$ cat src/rtl/otter_bp_pkg.sv
`default_nettype none
// ============================================================================
// Module      : otter_bp_pkg
// Description : Shared types for the OTTER branch predictor: RISC-V opcode
//               and funct3 encodings, the redirect-cause code driven on
//               pc_src, the kind of control transfer held in a BTB entry,
//               and the fetch step.
// Revision    : 1.0 - initial release
// ============================================================================
package otter_bp_pkg;

    localparam int PC_STEP = 4;

    typedef enum logic [6:0] {
        OP_LUI    = 7'b0110111,
        OP_AUIPC  = 7'b0010111,
        OP_JAL    = 7'b1101111,
        OP_JALR   = 7'b1100111,
        OP_BRANCH = 7'b1100011,
        OP_LOAD   = 7'b0000011,
        OP_STORE  = 7'b0100011,
        OP_IMM    = 7'b0010011,
        OP_REG    = 7'b0110011,
        OP_SYSTEM = 7'b1110011
    } opcode_t;

    typedef enum logic [2:0] {
        F3_BEQ  = 3'b000,
        F3_BNE  = 3'b001,
        F3_BLT  = 3'b100,
        F3_BGE  = 3'b101,
        F3_BLTU = 3'b110,
        F3_BGEU = 3'b111
    } funct3_branch_t;

    typedef enum logic [2:0] {
        F3_PRIV  = 3'b000,   // ecall/ebreak/mret group; treated as mret here
        F3_CSRRW = 3'b001,
        F3_CSRRS = 3'b010,
        F3_CSRRC = 3'b011
    } funct3_system_t;

    typedef enum logic [2:0] {
        PC_SRC_NONE   = 3'd0,
        PC_SRC_JALR   = 3'd1,
        PC_SRC_BRANCH = 3'd2,
        PC_SRC_JAL    = 3'd3,
        PC_SRC_INT    = 3'd4,
        PC_SRC_MRET   = 3'd5
    } pc_src_t;

    // Kind of control transfer cached in a BTB entry. Jumps always predict
    // taken on a hit; only branches consult the saturating counter.
    typedef enum logic [1:0] {
        BTB_BRANCH = 2'd0,
        BTB_JAL    = 2'd1,
        BTB_JALR   = 2'd2
    } btb_kind_t;

endpackage
`default_nettype wire

$ cat src/rtl/otter_branch_predictor_if.sv
`default_nettype none
// ============================================================================
// Module      : otter_branch_predictor_if
// Description : Bundle between the OTTER pipeline (master) and the branch
//               predictor (slave).
//   IF  side : if_pc -> pred_taken, pred_target
//   EX  side : ex_valid, stall, ex_opcode, ex_func3, ex_pc, ex_rs1, ex_rs2,
//              ex_i_type, ex_b_type, ex_j_type, ex_pred_taken, ex_pred_tgt,
//              mepc, int_taken
//   Outputs  : flush, redirect_pc, pc_src (registered), stat_br, stat_miss
// Revision    : 1.0 - initial release
// ============================================================================
interface otter_branch_predictor_if #(
    parameter int XLEN = 32
);
    logic [XLEN-1:0] if_pc;
    logic            pred_taken;
    logic [XLEN-1:0] pred_target;

    logic            ex_valid;
    logic            stall;
    logic [6:0]      ex_opcode;
    logic [2:0]      ex_func3;
    logic [XLEN-1:0] ex_pc;
    logic [XLEN-1:0] ex_rs1;
    logic [XLEN-1:0] ex_rs2;
    logic [XLEN-1:0] ex_i_type;
    logic [XLEN-1:0] ex_b_type;
    logic [XLEN-1:0] ex_j_type;
    logic            ex_pred_taken;
    logic [XLEN-1:0] ex_pred_tgt;
    logic [XLEN-1:0] mepc;
    logic            int_taken;

    logic            flush;
    logic [XLEN-1:0] redirect_pc;
    logic [2:0]      pc_src;
    logic [31:0]     stat_br;
    logic [31:0]     stat_miss;

    modport master (
        output if_pc, ex_valid, stall, ex_opcode, ex_func3, ex_pc, ex_rs1,
               ex_rs2, ex_i_type, ex_b_type, ex_j_type, ex_pred_taken,
               ex_pred_tgt, mepc, int_taken,
        input  pred_taken, pred_target, flush, redirect_pc, pc_src,
               stat_br, stat_miss
    );

    modport slave (
        input  if_pc, ex_valid, stall, ex_opcode, ex_func3, ex_pc, ex_rs1,
               ex_rs2, ex_i_type, ex_b_type, ex_j_type, ex_pred_taken,
               ex_pred_tgt, mepc, int_taken,
        output pred_taken, pred_target, flush, redirect_pc, pc_src,
               stat_br, stat_miss
    );
endinterface
`default_nettype wire

$ cat src/rtl/otter_branch_cond.sv
`default_nettype none
// ============================================================================
// Module      : otter_branch_cond
// Description : Combinational RISC-V branch comparator.
//   i_rs1, i_rs2 : operands
//   i_func3      : branch funct3 (BEQ/BNE/BLT/BGE/BLTU/BGEU)
//   o_taken      : condition true; reserved funct3 codes give 0
// Revision    : 1.0 - initial release
// ============================================================================
module otter_branch_cond
    import otter_bp_pkg::*;
#(
    parameter int XLEN = 32
) (
    input  logic [XLEN-1:0] i_rs1,
    input  logic [XLEN-1:0] i_rs2,
    input  logic [2:0]      i_func3,
    output logic            o_taken
);
    always_comb begin
        o_taken = 1'b0;
        case (i_func3)
            F3_BEQ:  o_taken = (i_rs1 == i_rs2);
            F3_BNE:  o_taken = (i_rs1 != i_rs2);
            F3_BLT:  o_taken = ($signed(i_rs1) <  $signed(i_rs2));
            F3_BGE:  o_taken = ($signed(i_rs1) >= $signed(i_rs2));
            F3_BLTU: o_taken = (i_rs1 <  i_rs2);
            F3_BGEU: o_taken = (i_rs1 >= i_rs2);
            default: o_taken = 1'b0;
        endcase
    end
endmodule
`default_nettype wire

$ cat src/rtl/otter_branch_predictor.sv
`default_nettype none
// ============================================================================
// Module      : otter_branch_predictor
// Description : Direct-mapped BTB with saturating counters. Predicts in IF,
//               resolves BRANCH/JAL/JALR/mret/interrupt in EX and registers a
//               one-cycle flush with the corrected PC on a mispredict.
//   clk, rst_n : clock, asynchronous active-low reset
//   bp         : otter_branch_predictor_if.slave (IF lookup, EX resolve,
//                flush/redirect_pc/pc_src, stat_br/stat_miss)
//   Build option BP_STATS_EN: when defined, stat_br counts resolved
//   BRANCH/JAL/JALR and stat_miss their mispredicts (both saturating);
//   otherwise both read as constant zero.
// Revision    : 1.0 - initial release
// ============================================================================
module otter_branch_predictor
    import otter_bp_pkg::*;
#(
    parameter int XLEN      = 32,
    parameter int BTB_DEPTH = 16,
    parameter int CTR_BITS  = 2
) (
    input  logic clk,
    input  logic rst_n,
    otter_branch_predictor_if.slave bp
);
    localparam int c_idx_w = $clog2(BTB_DEPTH);
    localparam int c_tag_w = XLEN - c_idx_w - 2;
    localparam logic [CTR_BITS-1:0] c_ctr_max  = {CTR_BITS{1'b1}};
    localparam logic [CTR_BITS-1:0] c_ctr_weak = CTR_BITS'(1) << (CTR_BITS - 1);
    localparam logic [XLEN-1:0]     c_step     = XLEN'(PC_STEP);

    // Entry widths depend on the instance parameters, so the struct lives here.
    typedef struct packed {
        logic                valid;
        logic [c_tag_w-1:0]  tag;
        btb_kind_t           kind;
        logic [XLEN-1:0]     target;
        logic [CTR_BITS-1:0] ctr;
    } btb_entry_t;

    btb_entry_t r_btb [BTB_DEPTH];

    // ------------------------------------------------------------------
    // IF lookup (reads registered state only, so a same-cycle update to the
    // same index is seen next cycle)
    // ------------------------------------------------------------------
    logic [c_idx_w-1:0] w_if_idx;
    logic [c_tag_w-1:0] w_if_tag;
    btb_entry_t         w_if_entry;
    logic               w_if_hit;

    assign w_if_idx   = bp.if_pc[c_idx_w+1:2];
    assign w_if_tag   = bp.if_pc[XLEN-1:c_idx_w+2];
    assign w_if_entry = r_btb[w_if_idx];
    assign w_if_hit   = w_if_entry.valid && (w_if_entry.tag == w_if_tag);

    assign bp.pred_taken  = w_if_hit &&
                            ((w_if_entry.kind != BTB_BRANCH) || w_if_entry.ctr[CTR_BITS-1]);
    assign bp.pred_target = w_if_hit ? w_if_entry.target : (bp.if_pc + c_step);

    // ------------------------------------------------------------------
    // EX resolution
    // ------------------------------------------------------------------
    logic            w_cond_taken;
    logic            w_act_taken;
    logic [XLEN-1:0] w_act_target;
    logic [XLEN-1:0] w_redirect;
    pc_src_t         w_cause;
    logic            w_btb_op;
    btb_kind_t       w_kind;
    logic            w_mispredict;
    logic            w_resolve;

    otter_branch_cond #(
        .XLEN (XLEN)
    ) u_cond (
        .i_rs1   (bp.ex_rs1),
        .i_rs2   (bp.ex_rs2),
        .i_func3 (bp.ex_func3),
        .o_taken (w_cond_taken)
    );

    always_comb begin
        w_act_taken  = 1'b0;
        w_act_target = bp.ex_pc + c_step;
        w_cause      = PC_SRC_NONE;
        w_btb_op     = 1'b0;
        w_kind       = BTB_BRANCH;
        case (bp.ex_opcode)
            OP_BRANCH: begin
                w_act_taken  = w_cond_taken;
                w_act_target = bp.ex_pc + bp.ex_b_type;
                w_cause      = PC_SRC_BRANCH;
                w_btb_op     = 1'b1;
                w_kind       = BTB_BRANCH;
            end
            OP_JAL: begin
                w_act_taken  = 1'b1;
                w_act_target = bp.ex_pc + bp.ex_j_type;
                w_cause      = PC_SRC_JAL;
                w_btb_op     = 1'b1;
                w_kind       = BTB_JAL;
            end
            OP_JALR: begin
                w_act_taken  = 1'b1;
                w_act_target = (bp.ex_rs1 + bp.ex_i_type) & ~c_ctr_lsb_mask();
                w_cause      = PC_SRC_JALR;
                w_btb_op     = 1'b1;
                w_kind       = BTB_JALR;
            end
            OP_SYSTEM: begin
                // mret returns through MEPC but is never cached in the BTB.
                if (bp.ex_func3 == F3_PRIV) begin
                    w_act_taken  = 1'b1;
                    w_act_target = bp.mepc;
                    w_cause      = PC_SRC_MRET;
                end
            end
            default: ;
        endcase
    end

    function automatic logic [XLEN-1:0] c_ctr_lsb_mask();
        return XLEN'(1);
    endfunction

    assign w_redirect   = w_act_taken ? w_act_target : (bp.ex_pc + c_step);
    assign w_mispredict = (w_act_taken != bp.ex_pred_taken) ||
                          (w_act_taken && bp.ex_pred_taken && (w_act_target != bp.ex_pred_tgt));
    // An accepted interrupt discards the EX instruction entirely.
    assign w_resolve    = bp.ex_valid && !bp.stall && !bp.int_taken;

    // ------------------------------------------------------------------
    // Registered flush / redirect
    // ------------------------------------------------------------------
    logic            r_flush;
    logic [XLEN-1:0] r_redirect_pc;
    pc_src_t         r_pc_src;

    always_ff @(posedge clk or negedge rst_n) begin
        if (!rst_n) begin
            r_flush       <= 1'b0;
            r_redirect_pc <= '0;
            r_pc_src      <= PC_SRC_NONE;
        end else if (bp.int_taken) begin
            // Trap vector is chosen elsewhere; redirect_pc is left as is.
            r_flush  <= 1'b1;
            r_pc_src <= PC_SRC_INT;
        end else if (w_resolve && w_mispredict) begin
            r_flush       <= 1'b1;
            r_redirect_pc <= w_redirect;
            r_pc_src      <= w_cause;
        end else begin
            r_flush  <= 1'b0;
            r_pc_src <= PC_SRC_NONE;
        end
    end

    assign bp.flush       = r_flush;
    assign bp.redirect_pc = r_redirect_pc;
    assign bp.pc_src      = r_pc_src;

    // ------------------------------------------------------------------
    // BTB update, same edge as the flush register
    // ------------------------------------------------------------------
    logic [c_idx_w-1:0]  w_ex_idx;
    logic [c_tag_w-1:0]  w_ex_tag;
    logic                w_ex_hit;
    logic [CTR_BITS-1:0] w_ex_ctr;
    logic [CTR_BITS-1:0] w_ctr_next;
    logic                w_btb_we;
    btb_entry_t          w_new_entry;

    assign w_ex_idx = bp.ex_pc[c_idx_w+1:2];
    assign w_ex_tag = bp.ex_pc[XLEN-1:c_idx_w+2];
    assign w_ex_hit = r_btb[w_ex_idx].valid && (r_btb[w_ex_idx].tag == w_ex_tag);
    assign w_ex_ctr = r_btb[w_ex_idx].ctr;

    always_comb begin
        w_ctr_next = w_ex_ctr;
        if (w_act_taken) begin
            if (w_ex_ctr != c_ctr_max) w_ctr_next = w_ex_ctr + 1'b1;
        end else begin
            if (w_ex_ctr != '0) w_ctr_next = w_ex_ctr - 1'b1;
        end
    end

    // Hits always train; misses allocate only when taken so not-taken
    // branches never evict a useful entry.
    assign w_btb_we = w_resolve && w_btb_op && (w_ex_hit || w_act_taken);

    always_comb begin
        w_new_entry.valid  = 1'b1;
        w_new_entry.tag    = w_ex_tag;
        w_new_entry.kind   = w_kind;
        w_new_entry.target = w_act_target;
        w_new_entry.ctr    = w_ex_hit ? w_ctr_next : c_ctr_weak;
    end

    always_ff @(posedge clk or negedge rst_n) begin
        if (!rst_n) begin
            for (int i = 0; i < BTB_DEPTH; i++) begin
                r_btb[i] <= '0;
            end
        end else if (w_btb_we) begin
            r_btb[w_ex_idx] <= w_new_entry;
        end
    end

    // ------------------------------------------------------------------
    // Performance counters
    // ------------------------------------------------------------------
`ifdef BP_STATS_EN
    logic [31:0] r_stat_br;
    logic [31:0] r_stat_miss;

    always_ff @(posedge clk or negedge rst_n) begin
        if (!rst_n) begin
            r_stat_br   <= '0;
            r_stat_miss <= '0;
        end else if (w_resolve && w_btb_op) begin
            if (r_stat_br != '1) r_stat_br <= r_stat_br + 32'd1;
            if (w_mispredict && (r_stat_miss != '1)) r_stat_miss <= r_stat_miss + 32'd1;
        end
    end

    assign bp.stat_br   = r_stat_br;
    assign bp.stat_miss = r_stat_miss;
`else
    assign bp.stat_br   = '0;
    assign bp.stat_miss = '0;
`endif

    // Byte-offset bits of word-aligned PCs carry no information here.
    logic w_unused;
    assign w_unused = &{1'b0, bp.if_pc[1:0], bp.ex_pc[1:0]};

endmodule
`default_nettype wire
$ cat src/flat_wrapper.sv
// flat-port wrapper written by rule: the top's interface ports become plain ports
module otter_branch_predictor_flat import otter_bp_pkg::*;
#(
    parameter int XLEN      = 32,
    parameter int BTB_DEPTH = 16,
    parameter int CTR_BITS  = 2
)
  (clk, rst_n, bp_if_pc, bp_ex_valid, bp_stall, bp_ex_opcode, bp_ex_func3, bp_ex_pc, bp_ex_rs1, bp_ex_rs2, bp_ex_i_type, bp_ex_b_type, bp_ex_j_type, bp_ex_pred_taken, bp_ex_pred_tgt, bp_mepc, bp_int_taken, bp_pred_taken, bp_pred_target, bp_flush, bp_redirect_pc, bp_pc_src, bp_stat_br, bp_stat_miss);
  otter_branch_predictor_if #(.XLEN(XLEN)) bp_i ();
  input  logic clk;
  input  logic rst_n;
  input wire logic [$bits(bp_i.if_pc)-1:0] bp_if_pc;
  input wire logic [$bits(bp_i.ex_valid)-1:0] bp_ex_valid;
  input wire logic [$bits(bp_i.stall)-1:0] bp_stall;
  input wire logic [$bits(bp_i.ex_opcode)-1:0] bp_ex_opcode;
  input wire logic [$bits(bp_i.ex_func3)-1:0] bp_ex_func3;
  input wire logic [$bits(bp_i.ex_pc)-1:0] bp_ex_pc;
  input wire logic [$bits(bp_i.ex_rs1)-1:0] bp_ex_rs1;
  input wire logic [$bits(bp_i.ex_rs2)-1:0] bp_ex_rs2;
  input wire logic [$bits(bp_i.ex_i_type)-1:0] bp_ex_i_type;
  input wire logic [$bits(bp_i.ex_b_type)-1:0] bp_ex_b_type;
  input wire logic [$bits(bp_i.ex_j_type)-1:0] bp_ex_j_type;
  input wire logic [$bits(bp_i.ex_pred_taken)-1:0] bp_ex_pred_taken;
  input wire logic [$bits(bp_i.ex_pred_tgt)-1:0] bp_ex_pred_tgt;
  input wire logic [$bits(bp_i.mepc)-1:0] bp_mepc;
  input wire logic [$bits(bp_i.int_taken)-1:0] bp_int_taken;
  output wire logic [$bits(bp_i.pred_taken)-1:0] bp_pred_taken;
  output wire logic [$bits(bp_i.pred_target)-1:0] bp_pred_target;
  output wire logic [$bits(bp_i.flush)-1:0] bp_flush;
  output wire logic [$bits(bp_i.redirect_pc)-1:0] bp_redirect_pc;
  output wire logic [$bits(bp_i.pc_src)-1:0] bp_pc_src;
  output wire logic [$bits(bp_i.stat_br)-1:0] bp_stat_br;
  output wire logic [$bits(bp_i.stat_miss)-1:0] bp_stat_miss;
  assign bp_i.if_pc = bp_if_pc;
  assign bp_i.ex_valid = bp_ex_valid;
  assign bp_i.stall = bp_stall;
  assign bp_i.ex_opcode = bp_ex_opcode;
  assign bp_i.ex_func3 = bp_ex_func3;
  assign bp_i.ex_pc = bp_ex_pc;
  assign bp_i.ex_rs1 = bp_ex_rs1;
  assign bp_i.ex_rs2 = bp_ex_rs2;
  assign bp_i.ex_i_type = bp_ex_i_type;
  assign bp_i.ex_b_type = bp_ex_b_type;
  assign bp_i.ex_j_type = bp_ex_j_type;
  assign bp_i.ex_pred_taken = bp_ex_pred_taken;
  assign bp_i.ex_pred_tgt = bp_ex_pred_tgt;
  assign bp_i.mepc = bp_mepc;
  assign bp_i.int_taken = bp_int_taken;
  assign bp_pred_taken = bp_i.pred_taken;
  assign bp_pred_target = bp_i.pred_target;
  assign bp_flush = bp_i.flush;
  assign bp_redirect_pc = bp_i.redirect_pc;
  assign bp_pc_src = bp_i.pc_src;
  assign bp_stat_br = bp_i.stat_br;
  assign bp_stat_miss = bp_i.stat_miss;
  otter_branch_predictor #(.XLEN(XLEN), .BTB_DEPTH(BTB_DEPTH), .CTR_BITS(CTR_BITS)) u_core (.clk(clk), .rst_n(rst_n), .bp(bp_i));
endmodule
$ cat config.mk
export PLATFORM = sky130hd
export DESIGN_NAME = otter_branch_predictor_flat
export DESIGN_NICKNAME = d
export VERILOG_FILES = /design/src/rtl/otter_bp_pkg.sv /design/src/rtl/otter_branch_predictor_if.sv /design/src/rtl/otter_branch_cond.sv /design/src/rtl/otter_branch_predictor.sv /design/src/flat_wrapper.sv
export SDC_FILE = /design/constraint.sdc
export NUM_CORES = 2
export LEC_CHECK = 0
export ABC_CLOCK_PERIOD_IN_PS = 4000
export CAP_MARGIN = 0
export CORE_MARGIN = 5
export CORE_UTILIZATION = 54
export CTS_CLUSTER_DIAMETER = 80
export DETAILED_ROUTE_END_ITERATION = 10
export PLACE_DENSITY = 0.77
export RECOVER_POWER = 100
export SLEW_MARGIN = 20
export SYNTH_ARGS = -nofsm -noshare
export SYNTH_HDL_FRONTEND = slang
export SYNTH_SLANG_ARGS = --single-unit
$ cat constraint.sdc
create_clock -name clk -period 4 [get_ports clk]
set_input_delay 0.4 -clock clk [delete_from_list [all_inputs] [get_ports clk]]
set_output_delay 0.4 -clock clk [all_outputs]
set_load 0.02 [all_outputs]
Word-level counts from Yosys, hierarchy flattened
Cells that the tools add are included.
- bits in registers: 1044
- input port bits: 304
- output and inout bits: 133
- word-level logic and storage cells: 166
- add/subtract/negate cells: 7
- order comparisons: 7
- equal/unequal tests: 16
- muxes and demuxes: 28
- bitwise logic cells: 3
- reduce and logical (&&, ||, !) cells: 22
- operator list (kind ; count):
    bitwise mux 1008 bit ; 1
    binary-select mux 63 bit (select 4 bit) ; 2
    two-way mux 63 bit ; 5
    demux 63 bit (select 4 bit) ; 1
    one-hot mux 32 bit (4 select lines) ; 1
    adder 32 bit ; 3
    two-way mux 32 bit ; 3
    adder 32 x 3 -> 32 bit (second input constant) ; 2
    greater-or-equal comparator 32 bit ; 2
    < comparator 32 bit ; 2
    inequality test 32 bit ; 2
    equality test 26 bit ; 2
    equality test 32 bit ; 1
    equality test 7 bit (second input constant) ; 4
    equality test 3 bit (second input constant) ; 4
    one-hot mux 3 bit (4 select lines) ; 1
    logical AND 1 bit ; 11
    greater-or-equal comparator 5 bit (second input constant) ; 2
    NOT 4 -> 5 bit ; 2
    two-way mux 3 bit ; 3
    two-way mux 2 bit ; 4
    one-hot mux 1 bit (6 select lines) ; 1
    < comparator 5 x 1 -> 1 bit (second input constant) ; 1
    two-way mux 1 bit ; 4
    other kinds (15) ; 19

Logic depth before layout (Yosys ltp)
- word-level depth: 9
- gate-level depth with buffers: 25

By module
From an unflattened synthesis, not the netlist that was laid out.
- cell total of the unflattened synthesis: 5653
- area total of the unflattened synthesis: 58842.7 µm²
- modules (own cells, without submodules) (module ; instances ; cells an instance ; area an instance (µm²) ; seq. area each (µm²)):
    otter_branch_predictor ; 1 ; 5525 ; 57919.3 ; 26125.1
    otter_branch_cond ; 1 ; 128 ; 923.4 ; 0.0

Worst setup path before layout
OpenSTA, ideal clock, no wires.
- path type: input to register
- start point: in bp_ex_rs2[17]
- end point: reg u_core.r_redirect_pc[11], in the netlist u_core.bp.redirect_pc[11]
- library setup time: 125 ps
- arrival: 5797 ps
- data required time: 3875 ps
- slack: -1922 ps
- stages on the path: 25
- buffers on the path: 3
- cells stage by stage: inv_1 -> ha_1 -> a21o_1 -> a21oi_1 -> o211ai_1 -> a221oi_1 -> o211ai_1 -> nor3_1 -> a211oi_1 -> or4b_2 -> nand2_1 -> clkbuf_1 -> clkbuf_1 -> inv_1 -> ha_1 -> a311oi_1 -> nand2_1 -> a2111oi_0 -> o2111ai_1 -> a2111oi_0 -> nand4_1 -> nor4_4 -> nor2_2 -> buf_6 -> mux2_4
- cells in the longest elaborated chain, start to end: 8
- elaborated cells between the ends (all ways): 15
- classes of those cells: 4 x order compare; 3 x eq/ne; 3 x mux; 5 x reduce/logical
- ends and longest elaborated chain (item ; RTL line ; source):
    start, declared ; flat_wrapper.sv:19 ; input wire logic [$bits(bp_i.ex_rs2)-1:0] bp_ex_rs2;
    greater-or-equal comparator 32 bit, or another cell as far along ; otter_branch_cond.sv:28 ; F3_BGEU: o_taken = (i_rs1 >= i_rs2);
    one-hot mux 1 bit (6 select lines) * ; otter_branch_cond.sv:22 ; case (i_func3)
    one-hot mux 1 bit (3 select lines) * ; otter_branch_predictor.sv:89 ; case (bp.ex_opcode)
    logical AND 1 bit (2 in series) ; otter_branch_predictor.sv:129 ; (w_act_taken && bp.ex_pred_taken && (w_act_target != bp.ex_pred_tgt));
    logical OR 1 bit ; otter_branch_predictor.sv:128 ; assign w_mispredict = (w_act_taken != bp.ex_pred_taken) ||
    logical AND 1 bit ; otter_branch_predictor.sv:149 ; end else if (w_resolve && w_mispredict) begin
    AND reduction 2 bit (no source line) ; - ;
    end signal, assigned ; otter_branch_predictor.sv:151 ; r_redirect_pc <= w_redirect;
    end, declared ; otter_branch_predictor.sv:137 ; logic [XLEN-1:0] r_redirect_pc;
Mark *: on every way between the ends. The rest lies on a longest branch, timed or not.
A chain may end at the register's enable or synchronous reset.

Worst setup path in the final report
- start point: reg u_core.r_btb[542] (netlist bit)
- end point: reg u_core.r_btb[267] (netlist bit)
- cells in the longest elaborated chain, start to end: 7
- ends and longest elaborated chain (item ; RTL line ; source):
    start, declared ; otter_branch_predictor.sv:41 ; btb_entry_t r_btb [BTB_DEPTH];
    start signal, assigned by index ; otter_branch_predictor.sv:206 ; r_btb[w_ex_idx] <= w_new_entry;
    binary-select mux 63 bit (select 4 bit) ; otter_branch_predictor.sv:176 ; assign w_ex_hit = r_btb[w_ex_idx].valid && (r_btb[w_ex_idx].tag == w_ex_tag);
    two-way mux 63 bit (2 in series) ; - ;
    equality test 26 bit ; otter_branch_predictor.sv:176 ;
    logical AND 1 bit ; otter_branch_predictor.sv:176 ;
    logical OR 1 bit ; otter_branch_predictor.sv:190 ; assign w_btb_we = w_resolve && w_btb_op && (w_ex_hit || w_act_taken);
    logical AND 1 bit ; otter_branch_predictor.sv:190 ;
No other way between the ends. The select of a mux whose other input is x is not followed.

==> impl_metrics.tcl <==
set metrics [dict create \
    status "complete, but fails checks" \
    violations "capacitance limit, slew limit, setup timing" \
    syn_inst 5197 \
    yosysSeqAreaShare_pct 44.38 \
    critPathBufInv 6 \
    max_slew_margin_pct -33.97 \
    p_leak_nw 34.38 \
    async_flop_share_pct 100.0 \
    yosysTopAreaCell "dfrtp_1" \
    tightest_slew_ps 2010 \
    clk_pin_slew_worst_paths_ps 60 \
    cp-end-kind "flip-flop" \
    use_met3_pct 9.907 \
    hp-class "primary input to flip-flop" \
    fin_skew_ps 39.29 \
    die_h_um 340.2 \
    antenna_found_initial 23 \
    viasPerCell 6.623 \
    worstReg2RegStart "u_core.r_btb[542]" \
    synthFlopType "dfrtp_1" \
    r2r_end "u_core.r_btb[267]" \
    r2r_setup_slack_ps -810 \
    htreeDepth 3 \
    hold_viol 0 \
    hold_end "u_core.r_btb[441]" \
    grt_pass1_vias 51740 \
    fp.dieArea_mm2 0.1157 \
    clk_latency_ps 720 \
    top_usage_layer "met2" \
    drt_iter0_markers 5772 \
    wl_um 218500 \
    fin_crit_sh_pct 120.3 \
    gr-usage-met1_pct 45.55 \
    grtUsageTotal_pct 36.77 \
    drv_slew 438 \
    wl_per_cell_um 28.53 \
    path_depth 15 \
    slowest_stage "clkbuf_2" \
    ioPinCount 437 \
    period_minus_slack_ps 4812 \
    synth_area_leaders "dfrtp_1, mux4_2, mux2_2, o21ai_0, nand2_1" \
    synth.top_cell.area_share_pct 44.38 \
    ys_types 91 \
    layout-area-overhead-vs-synth_pct 29.71 \
    cts_buffers 104 \
    cts_tree "yes" \
    yosys_register_bits 1044 \
    rsz0062_at_grt "yes" \
    avgSynthCellArea_um2 11.33 \
    total_power_mw 25.01 \
    met2_usage_pct 57.42 \
    drc 0 \
    cp.required_ps 4560 \
    whs_path_depth 4 \
    via_count 50740 \
    max_stage_delay_ps 600 \
    fp-row-count 121 \
    path_delay_family "buffers and inverters" \
    worst_slack_ps -811.9 \
    cts_buffer_depth 3 \
    cellPowerDensity_mw_per_mm2 327.5 \
    grt_pass1_wl_um 323200 \
    crit_path_cell_trace "clkbuf_4 > mux4_2 > mux4_2 > xnor2_1 > clkbuf_1 > nand4_1 > nor3_1 > clkbuf_4 > nand2_1 > buf_4 > nand3_2 > clkbuf_2 > nand3_2 > buf_4 > o21ai_0" \
    ant_nets 0 \
    synth_warnings 0 \
    dr.pass1.iters 8 \
    cts_sinks 1044 \
    root_buffer "clkbuf_16" \
    worstSetupPathType "flip-flop to flip-flop" \
    final_area_mm2 0.07636 \
    finalSetupViolCount 1063 \
    synth_edf_count 0 \
    rr_worst_depth 15 \
    fillers 7097 \
    path_max_fanout 22 \
    grt_max_degree 164 \
    syn-cell-area_mm2 0.05887 \
    hp-start "bp_ex_pc[5]" \
    vdd_drop_max_mv 0.3347 \
    nNetsFinal 6551 \
    max_freq_ghz 0.2078 \
    core_area_mm2 0.1086 \
    dp_hpwl_um 150600 \
    port_buffers 372 \
    globalplace.congestion 1.031 \
    die_w_um 340.2 \
    drive_gt1_share_pct 37.27 \
    worst_ep_arrival_time_ps 5370 \
    startpoint_type "flip-flop" \
    overflow 0 \
    start_util_pct 54.23 \
    maxCapViolations 6 \
    dpl_cell_area_mm2 0.07071 \
]
## Yosys cell counts (13+ instances only)
library cell,instances
clkbuf_1,364
buf_4,65
xnor2_1,97
nor4_1,23
dfrtp_1,1044
o211ai_1,21
o21ai_0,669
a21oi_1,156
nand3_1,74
buf_2,33
o21bai_1,13
mux4_2,441
or3_1,23
nand2_1,753
nand2b_1,26
mux2_2,429
nor2_1,150
xor2_1,46
buf_1,43
and3_1,29
a31oi_1,22
a211oi_1,25
nor3_1,53
mux2_4,26
ha_1,106
nand4_1,91
and2_1,16
inv_1,70
a21o_1,33
mux2i_1,30
o21a_1,20
## cell usage in the layout, fill, tap and decap left out, drive strengths merged, types with 12 or more instances in the layout
| cell type | n |
|---|---|
| a21o | 33 |
| conb | 64 |
| buf | 949 |
| o21a | 20 |
| ha | 106 |
| mux2 | 455 |
| xor2 | 46 |
| o21bai | 13 |
| a2111oi | 12 |
| mux2i | 30 |
| a221oi | 12 |
| mux4 | 441 |
| a31oi | 22 |
| or3 | 23 |
| and3 | 29 |
| nor2 | 151 |
| clkinv | 30 |
| nor3 | 53 |
| clkdlybuf4s50 | 229 |
| dlygate4sd2 | 31 |
| nor4 | 26 |
| and2 | 17 |
| xnor2 | 97 |
| nand4 | 92 |
| nand3 | 74 |
| diode | 20 |
| a211oi | 25 |
| o21ai | 672 |
| dfrtp | 1044 |
| clkbuf | 172 |
| inv | 78 |
| dlygate4sd3 | 36 |
| nand2 | 753 |
| o211ai | 21 |
| a21oi | 157 |
| nand2b | 26 |
## per-stage QoR
step	setup WS, ps	util [%]	TNS [ps]	hold WS [ps]	std cells
2_1_floorplan	-1217	-	-43500	104.4	5260
4_1_cts	-789.8	69.84	-36320	268.4	7626
3_5_place_dp	-1960	65.14	-699410	451.1	7386
6_report	-811.9	70.34	-509460	318.5	7661
5_1_grt	-961.7	70.33	-598370	313.0	7656
3_3_place_gp	-1920	65.14	-635650	450.1	7386
## registers in the layout (all words and copies together), names as in the netlist
signal,cells
u_core.r_btb,1008
u_core.bp.flush,1
u_core.bp.redirect_pc,32
u_core.bp.pc_src,3
## repair_timing
item / in CTS / in global routing
gates cloned: 7 / 0
pin swaps: 58 / 89
setup buffers: 39 / 28
gates resized for setup: 538 / 176
endpoints found under the setup margin: 249 / 851
hold buffers: 1 / 0
endpoints found under the hold margin: 46 / 0
## final cells by class
class / count / area [µm²] / area share [%]
well taps: 1414 / 1769 / 2.317
repair buffers: 1281 / 12150 / 15.92
multi-input cells: 3636 / 32350 / 42.37
flip-flops and latches: 1044 / 26130 / 34.21
clock inverters: 55 / 675.6 / 0.8849
inverters: 72 / 277.8 / 0.3638
diodes: 20 / 50.05 / 0.06555
clock buffers: 139 / 2954 / 3.869
## worst reg2reg max path, stage by stage, from the launching register on
cell      delay [ps]
dfrtp_1          390
clkbuf_4         150
mux4_2           480
mux4_2           510
xnor2_1          190
clkbuf_1         260
nand4_1          140
nor3_1           220
clkbuf_4         180
nand2_1           60
buf_4            180
nand3_2           80
clkbuf_2         600
nand3_2          490
buf_4            370
o21ai_0          400
## logic make-up (layout without fill, tap and decap cells)
family	after synthesis	count (layout)	share of synthesized area, %
compound gates	1103	1103	10.86
flops	1044	1044	44.38
other cells	1	84	0.006370
fa+ha+maj	108	108	2.321
simple gates	1292	1292	9.826
mux	926	926	26.25
buf+inv	580	1547	4.221
xor+xnor	143	143	2.128
## report_power, final
part	leakage (nW)	internal, mW	switching (mW)
registers	14.5	10.6	0.0716
logic	18.1	1.73	2.17
clock network	1.78	5.94	4.45
total	34.4	18.3	6.69
## routing by layer
metal	share of wire, %	up-vias
met5	0.012	-
met4	8.2	4
met3	11	994
met2	46	3354
met1	34	25430
li1	-	20960
## worst max path at each step
stage | startpoint | endpoint | slack, ps
floorplan | bp_ex_rs1[17] | u_core.bp.redirect_pc[11] | -1220
global placement | bp_ex_rs2[17] | u_core.bp.redirect_pc[17] | -1920
detailed placement | bp_ex_rs2[17] | u_core.bp.redirect_pc[9] | -1960
CTS | bp_ex_rs1[27] | u_core.bp.redirect_pc[18] | -790
global route | bp_ex_opcode[6] | u_core.bp.redirect_pc[18] | -960
finish | u_core.r_btb[542] | u_core.r_btb[267] | -810
(Power assumes the default switching activity.)
